**config.mk**
```make
export PLATFORM = sky130hd
export DESIGN_NAME = digit_serial_adder
export DESIGN_NICKNAME = d
export VERILOG_FILES = /design/src/rtl/digit_serial_adder_pkg.sv /design/src/rtl/digit_serial_adder_cpa_slice.sv /design/src/rtl/digit_serial_adder.sv
export SDC_FILE = /design/constraint.sdc
export NUM_CORES = 1
export LEC_CHECK = 0
export ABC_AREA = 1
export BUFFER_PORTS_ARGS = -buffer_cell sky130_fd_sc_hd__buf_4
export CAP_MARGIN = 30
export CORE_MARGIN = 2
export CORE_UTILIZATION = 28
export CTS_CLUSTER_DIAMETER = 200
export CTS_CLUSTER_SIZE = 8
export DETAILED_ROUTE_END_ITERATION = 16
export GPL_TIMING_DRIVEN = 0
export SYNTH_ARGS = -nofsm -noshare
export SYNTH_HDL_FRONTEND = slang
export SYNTH_SLANG_ARGS = --single-unit
```
**constraint.sdc**
```tcl
create_clock -name clk -period 2.4 [get_ports clk]
set_input_delay 0.24 -clock clk [delete_from_list [all_inputs] [get_ports clk]]
set_output_delay 0.24 -clock clk [all_outputs]
set_load 0.05 [all_outputs]
```
**src/rtl/digit_serial_adder_pkg.sv**
```systemverilog
// Shared types for the digit-serial adder/subtractor.
// FSM state encoding and counter sizing helper.
package digit_serial_adder_pkg;

    typedef enum logic [1:0] {
        IDLE,
        RUN,
        DONE
    } state_e;

    // A one-digit operation still needs a one-bit counter.
    function automatic int cnt_w(input int n);
        return (n > 1) ? $clog2(n) : 1;
    endfunction

endpackage

```
**src/rtl/digit_serial_adder_cpa_slice.sv**
```systemverilog
// DIGIT-bit ripple-carry slice built from full-adder cells.
// Exposes the carry into the top bit for overflow detection.
module cpa_slice #(
    parameter int DIGIT = 4
) (
    input  logic [DIGIT-1:0] a,
    input  logic [DIGIT-1:0] b,
    input  logic             c_in,
    output logic [DIGIT-1:0] s,
    output logic             c_out,
    output logic             c_msb_in
);

    logic [DIGIT:0] c;

    assign c[0] = c_in;

    for (genvar i = 0; i < DIGIT; i++) begin : g_fa
        assign s[i]   = a[i] ^ b[i] ^ c[i];
        assign c[i+1] = (a[i] & b[i]) | ((a[i] ^ b[i]) & c[i]);
    end

    assign c_out    = c[DIGIT];
    assign c_msb_in = c[DIGIT-1];

endmodule

```
**src/rtl/digit_serial_adder.sv**
```systemverilog
// Multi-cycle add/sub: one DIGIT-bit slice, LSB digit first.
// Start/done handshake, carry-out and signed overflow.
module digit_serial_adder
    import digit_serial_adder_pkg::*;
#(
    parameter int WIDTH = 16,
    parameter int DIGIT = 4
) (
    input  logic             clk,
    input  logic             rst_n,
    input  logic             start,
    input  logic             sub,
    input  logic [WIDTH-1:0] a,
    input  logic [WIDTH-1:0] b,
    input  logic             c_in,
    output logic             busy,
    output logic             done,
    output logic [WIDTH-1:0] s,
    output logic             c_out,
    output logic             ovf
);

    localparam int NDIG = WIDTH / DIGIT;
    localparam int CW   = cnt_w(NDIG);
    localparam logic [CW-1:0] LAST = CW'(NDIG - 1);

    state_e           state_q, state_d;
    logic [CW-1:0]    cnt_q, cnt_d;
    logic             carry_q, carry_d;
    logic [WIDTH-1:0] a_q, a_d;
    logic [WIDTH-1:0] b_q, b_d;
    logic [WIDTH-1:0] acc_q, acc_d;
    logic [WIDTH-1:0] s_q, s_d;
    logic             c_out_q, c_out_d;
    logic             ovf_q, ovf_d;

    logic [DIGIT-1:0] dig_s;
    logic             dig_co;
    logic             dig_cm;
    logic [WIDTH-1:0] acc_next;

    cpa_slice #(
        .DIGIT(DIGIT)
    ) u_slice (
        .a       (a_q[DIGIT-1:0]),
        .b       (b_q[DIGIT-1:0]),
        .c_in    (carry_q),
        .s       (dig_s),
        .c_out   (dig_co),
        .c_msb_in(dig_cm)
    );

    // New digit enters at the MSB end; after NDIG shifts it is LSB-aligned.
    assign acc_next = (acc_q >> DIGIT)
                    | (WIDTH'(dig_s) << (WIDTH - DIGIT));

    always_comb begin
        state_d = state_q;
        cnt_d   = cnt_q;
        carry_d = carry_q;
        a_d     = a_q;
        b_d     = b_q;
        acc_d   = acc_q;
        s_d     = s_q;
        c_out_d = c_out_q;
        ovf_d   = ovf_q;
        unique case (state_q)
            IDLE, DONE: begin
                state_d = IDLE;
                if (start) begin
                    state_d = RUN;
                    a_d     = a;
                    b_d     = b ^ {WIDTH{sub}};
                    carry_d = c_in ^ sub;
                    cnt_d   = '0;
                end
            end
            RUN: begin
                a_d     = a_q >> DIGIT;
                b_d     = b_q >> DIGIT;
                acc_d   = acc_next;
                carry_d = dig_co;
                cnt_d   = cnt_q + 1'b1;
                if (cnt_q == LAST) begin
                    state_d = DONE;
                    s_d     = acc_next;
                    c_out_d = dig_co;
                    ovf_d   = dig_cm ^ dig_co;
                end
            end
            default: state_d = IDLE;
        endcase
    end

    always_ff @(posedge clk or negedge rst_n) begin
        if (!rst_n) begin
            state_q <= IDLE;
            cnt_q   <= '0;
            carry_q <= 1'b0;
            a_q     <= '0;
            b_q     <= '0;
            acc_q   <= '0;
            s_q     <= '0;
            c_out_q <= 1'b0;
            ovf_q   <= 1'b0;
        end else begin
            state_q <= state_d;
            cnt_q   <= cnt_d;
            carry_q <= carry_d;
            a_q     <= a_d;
            b_q     <= b_d;
            acc_q   <= acc_d;
            s_q     <= s_d;
            c_out_q <= c_out_d;
            ovf_q   <= ovf_d;
        end
    end

    assign busy  = (state_q == RUN);
    assign done  = (state_q == DONE);
    assign s     = s_q;
    assign c_out = c_out_q;
    assign ovf   = ovf_q;

endmodule

```
==> results of run 1 <==
metrics by stage:
stage | util (%) | power, W | instance area, sq um | cells | setup WS, ns
floorplan | - | 0.00382 | 3190 | 398 | 0.295
detailed placement | 34.4 | 0.00460 | 3780 | 593 | 0.153
global route | 37.3 | 0.00642 | 4100 | 609 | 0.000588
global placement | 34.4 | 0.00453 | 3780 | 593 | 0.203
finish | 37.3 | 0.00595 | 4100 | 609 | 0.130
CTS | 37.3 | 0.00602 | 4100 | 609 | 0.111
worst min path at each step:
stage,to
2_1_floorplan,a_q[0]
3_3_place_gp,s[2]
3_5_place_dp,s[9]
4_1_cts,acc_q[14]
5_1_grt,s[2]
6_report,s[2]
flip-flops by register name, summed over array words and instances, names as in the netlist:
name     flops
a_q         16
ovf          1
c_out        1
acc_q       12
carry_q      1
state_q      2
b_q         16
cnt_q        2
s           16
worst register-to-register path: cells and delay by family (launching register included):
kind	cells	cell delay, ns
adders and majority gates	4	1.41
DFF	1	0.39
buffers and inverters	4	0.30
and+or+nand+nor	2	0.13
layout make-up:
class / instances / area, sq um / area share (%)
Buffer: 20 / 121 / 2.96
Clock buffer: 10 / 229 / 5.59
Clock inverter: 6 / 90.1 / 2.20
Inverter: 45 / 171 / 4.19
Multi-Input combinational cell: 266 / 1220 / 29.8
Sequential cell: 67 / 1680 / 40.9
Tap cell: 140 / 175 / 4.28
Timing Repair Buffer: 55 / 413 / 10.1
kinds of logic after synthesis:
logic type                 share of synthesized area, %
and+or+nand+nor                                    32.1
DFF                                                52.6
buffers and inverters                              9.18
AOI/OAI and AO/OA                                  1.88
xor gates and xnor gates                           1.37
adders and majority gates                          2.90
metal layers:
layer / GRT usage, % / part of all wire [%] / up-vias
li1: - / - / 1354
met5: 0 / 0 / -
met4: 3.00 / 0.78 / 0
met2: 19.6 / 46 / 61
met3: 4.10 / 4.8 / 6
met1: 17.5 / 49 / 1215
cells in the final DEF, fill, tap and decap left out, types with 2 or more instances in the layout:
cell type	count
clkinv_4	2
nand2_1	173
o21ai_0	11
xor2_1	4
inv_1	42
nor2_4	2
buf_4	62
buf_2	10
fa_1	4
nand2_2	2
clkbuf_16	9
dfrtp_1	67
nor2_1	3
inv_2	2
clkbuf_1	3
bufinv_16	2
nand3_1	63
power by group through the flow:
| stage | clock (W) | combinational (W) | sequential [W] |
|---|---|---|---|
| 2_1_floorplan | 0 | 0.00150 | 0.00232 |
| 3_3_place_gp | 0 | 0.00259 | 0.00194 |
| 3_5_place_dp | 0 | 0.00264 | 0.00196 |
| 4_1_cts | 0.00143 | 0.00265 | 0.00194 |
| 5_1_grt | 0.00148 | 0.00294 | 0.00200 |
| 6_report | 0.00140 | 0.00261 | 0.00194 |
==> results.sh, run 1 <==
export IMPL_async_flop_share_pct=100
export IMPL_cts_buffers=9
export IMPL_hp_class="in2async"
export IMPL_outcome="finished clean"
export IMPL_cp_cell_sequence="inv_1, fa_1, inv_1, fa_1, fa_1, inv_1, fa_1, inv_1, nand2_1, nand2_1"
export IMPL_leakage_nw=2.24
export IMPL_cts_tree="done"
export IMPL_critPathBufInv=4
export IMPL_max_freq_mhz=440
export IMPL_crit_path_end="s[15]"
export IMPL_fillers=1145
export IMPL_drtAntennaViolNets=0
export IMPL_start_util_pct=29.0
export IMPL_cts_hold_buf=0
export IMPL_p_per_area_mw_per_mm2=1450
export IMPL_cts_resized=0
export IMPL_slew_violations=0
export IMPL_max_stage_delay_ns=0.42
export IMPL_tns_ns=0
export IMPL_worst_pin_slew_ns=0.853
export IMPL_finalHoldViolations=0
export IMPL_synth_area_leader_cell="dfrtp_1"
export IMPL_htree_num_levels=3
export IMPL_place_congestion=0.776
export IMPL_swShare_pct=41.9
export IMPL_grt_pass1_wl_mm=12.8
export IMPL_post_synth_top_count_cell="nand2_1"
export IMPL_r2r_end="s[15]"
export IMPL_finalCriticalPeriod_ns=2.27
export IMPL_grt_ovfl_total=0
export IMPL_synth_edff_count=0
export IMPL_io_buffers=55
export IMPL_critPathLaunch="carry_q"
export IMPL_die_x_microns=111
export IMPL_cts_setup_buffers=0
export IMPL_synth_common_cells="nand2_1, dfrtp_1, nand3_1, inv_1, o21ai_0"
export IMPL_synth_top_cell_area_share_pct=52.6
export IMPL_routed_via_density=4.33
export IMPL_drive_gt1_share_pct=20.5
export IMPL_ff2ff_setup_slack_ns=0.13
export IMPL_clk_latency_ns=0.33
export IMPL_rsz0062_at_grt="no"
export IMPL_synth_area_per_cell_sq_um=8.01
export IMPL_ys_top_cells_by_area="dfrtp_1, nand2_1, nand3_1"
export IMPL_path_clk_slew_ns=0.05
export IMPL_synth_cell_types=20
export IMPL_area_growth_pct=28.5
export IMPL_yosysSeqAreaShare_pct=52.6
export IMPL_timing_critical_path_fanout_max=2
export IMPL_io_pins=57
export IMPL_syn_inst=398
export IMPL_dominantRegCellSynth="dfrtp_1"
export IMPL_start_kind="register"
export IMPL_fin_nets=506
export IMPL_drc=0
export IMPL_track_usage_pct=12.7
export IMPL_num_vias=2636
export IMPL_arrival_ns=2.53
export IMPL_combPwrFrac_pct=43.9
export IMPL_whs_ns=0.0213
export IMPL_cp_depth=10
export IMPL_switchingPower_w=0.00249
export IMPL_hpwlAfterDp_mm=5.28
export IMPL_path_class="reg2reg"
export IMPL_setup_viol=0
export IMPL_maxSlewHeadroom_pct=43.1
export IMPL_drv_cap=0
export IMPL_intPower_w=0.00346
export IMPL_fp_dieH_microns=111
export IMPL_r2r_start="carry_q"
export IMPL_firstDrtPassIters=4
export IMPL_grt_pass1_vias=2584
export IMPL_timing_final_crit_share_pct=94.6
export IMPL_core_area_sq_mm=0.0110
export IMPL_end_kind="register"
export IMPL_synthesis_nets=440
export IMPL_routed_wl_mm=7.31
export IMPL_cts_sinks=67
export IMPL_grt_max_degree=68
export IMPL_clkPwrFrac_pct=23.5
export IMPL_required_ns=2.66
export IMPL_placementRows=38
export IMPL_wl_per_cell_microns=12.0
export IMPL_ys_ff_latch=67
export IMPL_crit_family="adder cells"
export IMPL_r2r_cells=10
export IMPL_seq_power_share_pct=32.6
export IMPL_cp_slowest_cell="fa_1"
export IMPL_drt_iter0_markers=191
export IMPL_syn_cell_area_sq_mm=0.00319
export IMPL_clock_skew_final_ns=0.00614
export IMPL_cts_buffer_depth=2
export IMPL_vdd_drop_max_uv=657
export IMPL_yosysWarnings=0
export IMPL_antenna_found_initial=0
export IMPL_num_antenna_cells=0
export IMPL_ctsRootBufferMaster="clkbuf_16"
export IMPL_die_area_sq_mm=0.0123
Note: power is estimated with default switching activity, not from simulation.
==> run 2: changes to the inputs <==
--- a/config.mk
+++ b/config.mk
@@ -8,12 +8,13 @@
 export ABC_AREA = 1
 export BUFFER_PORTS_ARGS = -buffer_cell sky130_fd_sc_hd__buf_4
 export CAP_MARGIN = 30
-export CORE_MARGIN = 2
+export CORE_MARGIN = 4
 export CORE_UTILIZATION = 28
 export CTS_CLUSTER_DIAMETER = 200
 export CTS_CLUSTER_SIZE = 8
 export DETAILED_ROUTE_END_ITERATION = 16
 export GPL_TIMING_DRIVEN = 0
+export MAX_ROUTING_LAYER = met4
 export SYNTH_ARGS = -nofsm -noshare
 export SYNTH_HDL_FRONTEND = slang
 export SYNTH_SLANG_ARGS = --single-unit
==> run 2 against run 1 <==
  * Synthesized cell count unchanged
  * Synthesized area did not move
  * The run now fails in detailed routing
  * Global-route usage decreased by 0.23 points
==> results.sh, run 2 <==
export IMPL_synth_area_per_cell_sq_um=8.01
export IMPL_yosysWarnings=0
export IMPL_syn_inst=398
export IMPL_synth_simple_gate_area_share_pct=32.1
export IMPL_post_synth_top_count_cell="nand2_1"
export IMPL_firstError="[ERROR DRT-0255] Maze Route cannot find path of net clk in worker of routeBox ( 96600 0 ) ( 114705 48300 )."
export IMPL_yosysSeqAreaShare_pct=52.6
export IMPL_synth_area_leader_cell="dfrtp_1"
export IMPL_synth_compound_area_share_pct=1.88
export IMPL_async_flop_share_pct=100
export IMPL_grt_worst_endpoint="ovf$_DFFE_PN0P_/D"
export IMPL_grt_pass1_vias=2690
export IMPL_synth_common_cells="nand2_1, dfrtp_1, nand3_1, inv_1, o21ai_0"
export IMPL_antenna_found_initial=0
export IMPL_synth_edff_count=0
export IMPL_synthXorXnorAreaFrac_pct=1.37
export IMPL_dominantRegCellSynth="dfrtp_1"
export IMPL_ys_ff_latch=67
export IMPL_synth_fa_ha_area_share_pct=2.90
export IMPL_hpwlAfterDp_mm=5.43
export IMPL_muxShareOfSynthArea_pct=0
export IMPL_ys_top_cells_by_area="dfrtp_1, nand2_1, nand3_1"
export IMPL_placementRows=38
export IMPL_synth_top_family_by_area="simple AND/OR/NAND/NOR gates"
export IMPL_cts_buffers=9
export IMPL_outcome="stopped before the end"
export IMPL_start_util_pct=29.0
export IMPL_cts_buffer_depth=2
export IMPL_htree_num_levels=3
export IMPL_ctsRootBufferMaster="clkbuf_16"
export IMPL_io_pins=57
export IMPL_track_usage_pct=12.5
export IMPL_grt_ovfl_total=0
export IMPL_flow_stopped_at="detailed routing"
export IMPL_synth_top_cell_area_share_pct=52.6
export IMPL_die_x_microns=115
export IMPL_worstEpCategory="register data pin"
export IMPL_synth_cell_types=20
export IMPL_synthesis_nets=440
export IMPL_cts_sinks=67
export IMPL_cts_setup_buffers=0
export IMPL_grt_max_degree=68
export IMPL_place_congestion=0.782
export IMPL_fp_dieH_microns=115
export IMPL_syn_cell_area_sq_mm=0.00319
export IMPL_io_buffers=55
export IMPL_grt_pass1_wl_mm=12.8
run 2: cell counts after synthesis:
No cell type changed its count.
run 2: cell families after synthesis:
family / Yosys count
AOI/OAI and AO/OA: 12
adders and majority gates: 5
xor gates and xnor gates: 5
DFF: 67
buffers and inverters: 65
and+or+nand+nor: 244
run 2: layer usage:
metal	track usage (%)
met1	16.0
met2	19.6
met3	3.65
met4	3.13
met5	-
run 2: metrics by stage:
step	cells	setup slack [ns]	cell area (sq um)
after detailed placement	593	0.137	3780
after global routing	609	0.0435	4120
after CTS	609	0.125	4120
after floorplan	398	0.295	3190
after global placement	593	0.205	3780
run 2: what timing repair did:
| item | CTS | global route |
|---|---|---|
| hold buffers | 0 | 0 |
| gates resized for setup | 0 | 2 |
| setup endpoints to repair | 0 | 2 |
==> run 3: changes to the inputs <==
--- a/config.mk
+++ b/config.mk
@@ -9,12 +9,10 @@
 export BUFFER_PORTS_ARGS = -buffer_cell sky130_fd_sc_hd__buf_4
 export CAP_MARGIN = 30
 export CORE_MARGIN = 4
-export CORE_UTILIZATION = 28
-export CTS_CLUSTER_DIAMETER = 200
-export CTS_CLUSTER_SIZE = 8
+export CORE_UTILIZATION = 20
 export DETAILED_ROUTE_END_ITERATION = 16
 export GPL_TIMING_DRIVEN = 0
-export MAX_ROUTING_LAYER = met4
+export PLACE_DENSITY_LB_ADDON = 0.15
 export SYNTH_ARGS = -nofsm -noshare
 export SYNTH_HDL_FRONTEND = slang
 export SYNTH_SLANG_ARGS = --single-unit
==> run 3 against run 2 <==
  * The run now ends clean
  * Global-route usage fell by 2.6 points
==> results.sh, run 3 (synthesized netlist as in run 1, its figures left out) <==
export IMPL_drv_cap=0
export IMPL_arrival_ns=2.48
export IMPL_cts_resized=0
export IMPL_fin_nets=506
export IMPL_p_per_area_mw_per_mm2=1450
export IMPL_grt_pass1_wl_mm=14.1
export IMPL_vdd_drop_max_uv=421
export IMPL_die_area_sq_mm=0.0180
export IMPL_firstDrtPassIters=4
export IMPL_cts_setup_buffers=0
export IMPL_drc=0
export IMPL_drtAntennaViolNets=0
export IMPL_final_cell_mix="nand2_1, dfrtp_1, nand3_1, buf_4, inv_1"
export IMPL_end_kind="register"
export IMPL_fillers=1744
export IMPL_drive_gt1_share_pct=20.7
export IMPL_ctsRootBufferMaster="clkbuf_16"
export IMPL_maxSlewHeadroom_pct=41.5
export IMPL_timing_final_crit_share_pct=93.1
export IMPL_die_x_microns=134
export IMPL_routed_wl_mm=8.35
export IMPL_rsz0062_at_grt="no"
export IMPL_tns_ns=0
export IMPL_finalCriticalPeriod_ns=2.23
export IMPL_leakage_nw=2.25
export IMPL_crit_family="adder cells"
export IMPL_cts_buffers=9
export IMPL_swShare_pct=41.5
export IMPL_critPathBufInv=3
export IMPL_start_kind="register"
export IMPL_max_stage_delay_ns=0.42
export IMPL_path_class="reg2reg"
export IMPL_seqCellArea_sq_mm=0.00168
export IMPL_cp_cell_sequence="inv_1, fa_1, inv_1, fa_1, fa_1, inv_1, fa_1, o21ai_0"
export IMPL_required_ns=2.65
export IMPL_slew_violations=0
export IMPL_clock_skew_final_ns=0.00448
export IMPL_antenna_found_initial=0
export IMPL_io_buffers=55
export IMPL_multi_input_area_sq_mm=0.00122
export IMPL_num_vias=2629
export IMPL_io_pins=57
export IMPL_finalHoldViolations=0
export IMPL_core_area_sq_mm=0.0154
export IMPL_layout_commonest_cell="nand2_1"
export IMPL_setup_viol=0
export IMPL_fp_dieH_microns=134
export IMPL_clk_latency_ns=0.33
export IMPL_cts_tree="done"
export IMPL_switchingPower_w=0.00253
export IMPL_timing_critical_path_fanout_max=2
export IMPL_wl_per_cell_microns=12.3
export IMPL_combPwrFrac_pct=43.4
export IMPL_whs_ns=0.0381
export IMPL_drt_iter0_markers=142
export IMPL_seq_power_share_pct=31.8
export IMPL_placementRows=45
export IMPL_cp_slowest_cell="fa_1"
export IMPL_grt_ovfl_total=0
export IMPL_path_clk_slew_ns=0.06
export IMPL_hpwlAfterDp_mm=6.02
export IMPL_cpMostUsedCell="fa_1"
export IMPL_utilization_pct=27.3
export IMPL_intPower_w=0.00356
export IMPL_num_antenna_cells=0
export IMPL_clkPwrFrac_pct=24.8
export IMPL_start_util_pct=20.7
export IMPL_cts_sinks=67
export IMPL_max_freq_mhz=447
export IMPL_outcome="finished clean"
export IMPL_routed_via_density=3.87
export IMPL_area_growth_pct=31.9
export IMPL_track_usage_pct=9.87
export IMPL_grt_max_degree=68
export IMPL_cts_hold_buf=0
export IMPL_hp_class="in2async"
export IMPL_htree_num_levels=3
export IMPL_grt_pass1_vias=2741
export IMPL_worst_pin_slew_ns=0.878
export IMPL_place_congestion=0.690
export IMPL_cts_buffer_depth=2
[run 3: final timing paths]
check | slack, ns | startpoint | endpoint | cells after the start
setup reg to reg | 0.17 | carry_q | acc_q[15] | 8
hold / removal | 0.04 | rst_n | s[2] | 1
hold reg to reg | 0.47 | s[12] | s[12] | 2
min in group clk | 0.11 | a[12] | a_q[12] | 3
setup / recovery | 0.17 | carry_q | acc_q[15] | 8
max in group asynchronous | 1.80 | rst_n | b_q[12] | 1
[run 3: power by group through the flow]
stage	registers [W]	logic [W]	clock network (W)
after floorplan	0.00232	0.00150	0
after global placement	0.00195	0.00269	0
after detailed placement	0.00197	0.00271	0
after CTS	0.00195	0.00272	0.00156
after global routing	0.00201	0.00299	0.00161
final	0.00194	0.00264	0.00151
[run 3: stage by stage]
stage	total power (W)	instance area, sq um	setup WS, ns	std cells
6_report	0.00609	4210	0.165	680
3_3_place_gp	0.00464	3860	0.195	664
4_1_cts	0.00623	4210	0.129	680
2_1_floorplan	0.00382	3190	0.295	398
5_1_grt	0.00662	4210	0.0452	680
3_5_place_dp	0.00468	3860	0.165	664
[run 3: layer usage]
metal,global-route usage [%],wire length (microns),share of wire [%]
met5,0,0,0
met4,2.38,74,0.89
met3,3.23,415,5.0
met2,15.7,3830,46
met1,13.0,4030,48
[run 3: final cells by class]
class	count	area share, %
Sequential cell	67	39.9
Multi-Input combinational cell	266	29.0
Timing Repair Buffer	55	9.82
Tap cell	211	6.28
Clock buffer	9	5.35
Inverter	45	4.07
Buffer	20	2.89
Clock inverter	7	2.77
==> run 4: changes to the inputs <==
--- a/config.mk
+++ b/config.mk
@@ -12,7 +12,7 @@
 export CORE_UTILIZATION = 20
 export DETAILED_ROUTE_END_ITERATION = 16
 export GPL_TIMING_DRIVEN = 0
-export PLACE_DENSITY_LB_ADDON = 0.15
+export PLACE_DENSITY = 0.38
 export SYNTH_ARGS = -nofsm -noshare
 export SYNTH_HDL_FRONTEND = slang
 export SYNTH_SLANG_ARGS = --single-unit
==> run 4 against run 3 <==
  * Core utilization rose by 0.065 points
  * Worst hold slack worse by 0.011 ns
  * Critical path depth is 2 higher
  * Design area is 0.24% higher
  * Wire length rose by 1.7%
  * Sequential share of layout area is 0.095 points lower
  * Non-clock buffer count unchanged
  * Clock-buffer cell count is 1 higher
  * Final cell count is the same
  * Via count grew 2.4%
  * Register-to-register slack is essentially flat
  * Die area unchanged
==> results.sh, run 4 (synthesized netlist as in run 1, its figures left out) <==
export IMPL_outcome="finished clean"
export IMPL_die_x_microns=134
export IMPL_start_util_pct=20.7
export IMPL_layout_setup_ws_ns=0.170
export IMPL_total_power_w=0.00615
export IMPL_cts_tree="done"
export IMPL_timing_final_crit_share_pct=92.9
export IMPL_area_growth_pct=32.3
export IMPL_hpwlAfterDp_mm=6.01
export IMPL_hp_class="in2async"
export IMPL_path_clk_slew_ns=0.06
export IMPL_rsz0062_at_grt="no"
export IMPL_num_antenna_cells=0
export IMPL_required_ns=2.67
export IMPL_ff2ff_setup_slack_ns=0.17
export IMPL_arrival_ns=2.50
export IMPL_grt_max_degree=68
export IMPL_firstDrtPassIters=4
export IMPL_path_class="reg2reg"
export IMPL_io_buffers=55
export IMPL_grt_pass1_vias=2791
export IMPL_drc=0
export IMPL_cts_buffer_depth=2
export IMPL_io_pins=57
export IMPL_start_kind="register"
export IMPL_die_area_sq_mm=0.0180
export IMPL_grt_ovfl_total=0
export IMPL_core_area_sq_mm=0.0154
export IMPL_finalHoldViolations=0
export IMPL_r2r_start="carry_q"
export IMPL_layout_commonest_cell="nand2_1"
export IMPL_ctsRootBufferMaster="clkbuf_16"
export IMPL_max_freq_mhz=448
export IMPL_antenna_found_initial=0
export IMPL_r2r_cells=10
export IMPL_wl_per_cell_microns=12.5
export IMPL_fin_nets=506
export IMPL_final_cell_mix="nand2_1, dfrtp_1, nand3_1, buf_4, inv_1"
export IMPL_fp_dieH_microns=134
export IMPL_setup_viol=0
export IMPL_r2r_end="s[15]"
export IMPL_vdd_drop_max_uv=452
export IMPL_place_congestion=0.686
export IMPL_track_usage_pct=10.2
export IMPL_timing_critical_path_fanout_max=2
export IMPL_cts_buffers=9
export IMPL_end_kind="register"
export IMPL_cts_resized=0
export IMPL_leakage_nw=2.25
export IMPL_clock_skew_final_ns=0.00366
export IMPL_htree_num_levels=3
export IMPL_routed_wl_mm=8.49
export IMPL_placementRows=45
export IMPL_maxSlewHeadroom_pct=40.9
export IMPL_grt_pass1_wl_mm=14.4
export IMPL_drive_gt1_share_pct=20.7
export IMPL_p_per_area_mw_per_mm2=1460
export IMPL_cts_sinks=67
export IMPL_cts_hold_buf=0
export IMPL_routed_via_density=3.96
export IMPL_slew_violations=0
export IMPL_drv_cap=0
export IMPL_clk_latency_ns=0.33
export IMPL_num_vias=2691
export IMPL_tns_ns=0
export IMPL_drtAntennaViolNets=0
export IMPL_finalCriticalPeriod_ns=2.23
export IMPL_worst_pin_slew_ns=0.887
export IMPL_cts_setup_buffers=0
export IMPL_dp_slack_ns=0.166
export IMPL_drt_iter0_markers=152
export IMPL_utilization_pct=27.3
[run 4: changes by cell type in the layout (fill, tap and decap cells not counted), sizes merged]
cell / change
clkinv: -3
clkinvlp: +2
clkbuf: +1
[run 4: power by group]
group,internal [W],switching [W],total (W)
clock,0.00104,0.000503,0.00155
combinational,0.000899,0.00176,0.00266
sequential,0.00165,0.000299,0.00195
[run 4: cell type report]
type,instances,area (sq um)
multi-input combinational,266,1220
tap,211,264
clock buffer,10,239
fill,1730,11200
sequential,67,1680
timing repair buffer,55,413
buffer,20,121
clock inverter,6,113
inverter,45,171
[run 4: worst max-delay path by stage]
stage | endpoint | cells after the start | slack [ns] | startpoint
after floorplan | acc_q[15] | 8 | 0.29 | carry_q
after global placement | s[15] | 10 | 0.20 | carry_q
after detailed placement | s[15] | 10 | 0.17 | carry_q
after CTS | s[15] | 10 | 0.15 | carry_q
after global routing | s[15] | 10 | 0.04 | a_q[0]
final | s[15] | 10 | 0.17 | carry_q
[run 4: metal layers]
| metal | routed length, microns | GRT usage [%] | vias up | part of all wire (%) |
|---|---|---|---|---|
| li1 | - | - | 1350 | - |
| met1 | 3900 | 12.9 | 1270 | 46 |
| met2 | 4010 | 16.6 | 62 | 47 |
| met3 | 471 | 3.30 | 9 | 5.5 |
| met4 | 103 | 2.88 | 0 | 1.2 |
| met5 | 0 | 0 | - | 0 |
[run 4: through the flow]
stage          area, sq um  instances  hold slack [ns]
2_1_floorplan         3190        398          -0.0556
3_3_place_gp          3860        664            0.428
3_5_place_dp          3860        664            0.435
4_1_cts               4220        680           0.0765
5_1_grt               4220        680            0.108
6_report              4220        680           0.0269
[run 4: critical path, stage by stage (launching register included)]
cell and delay (ns):
dfrtp_1 0.38, inv_1 0.08, fa_1 0.16, inv_1 0.05, fa_1 0.37, fa_1 0.42
inv_1 0.09, fa_1 0.42, inv_1 0.07, nand2_1 0.05, nand2_1 0.07
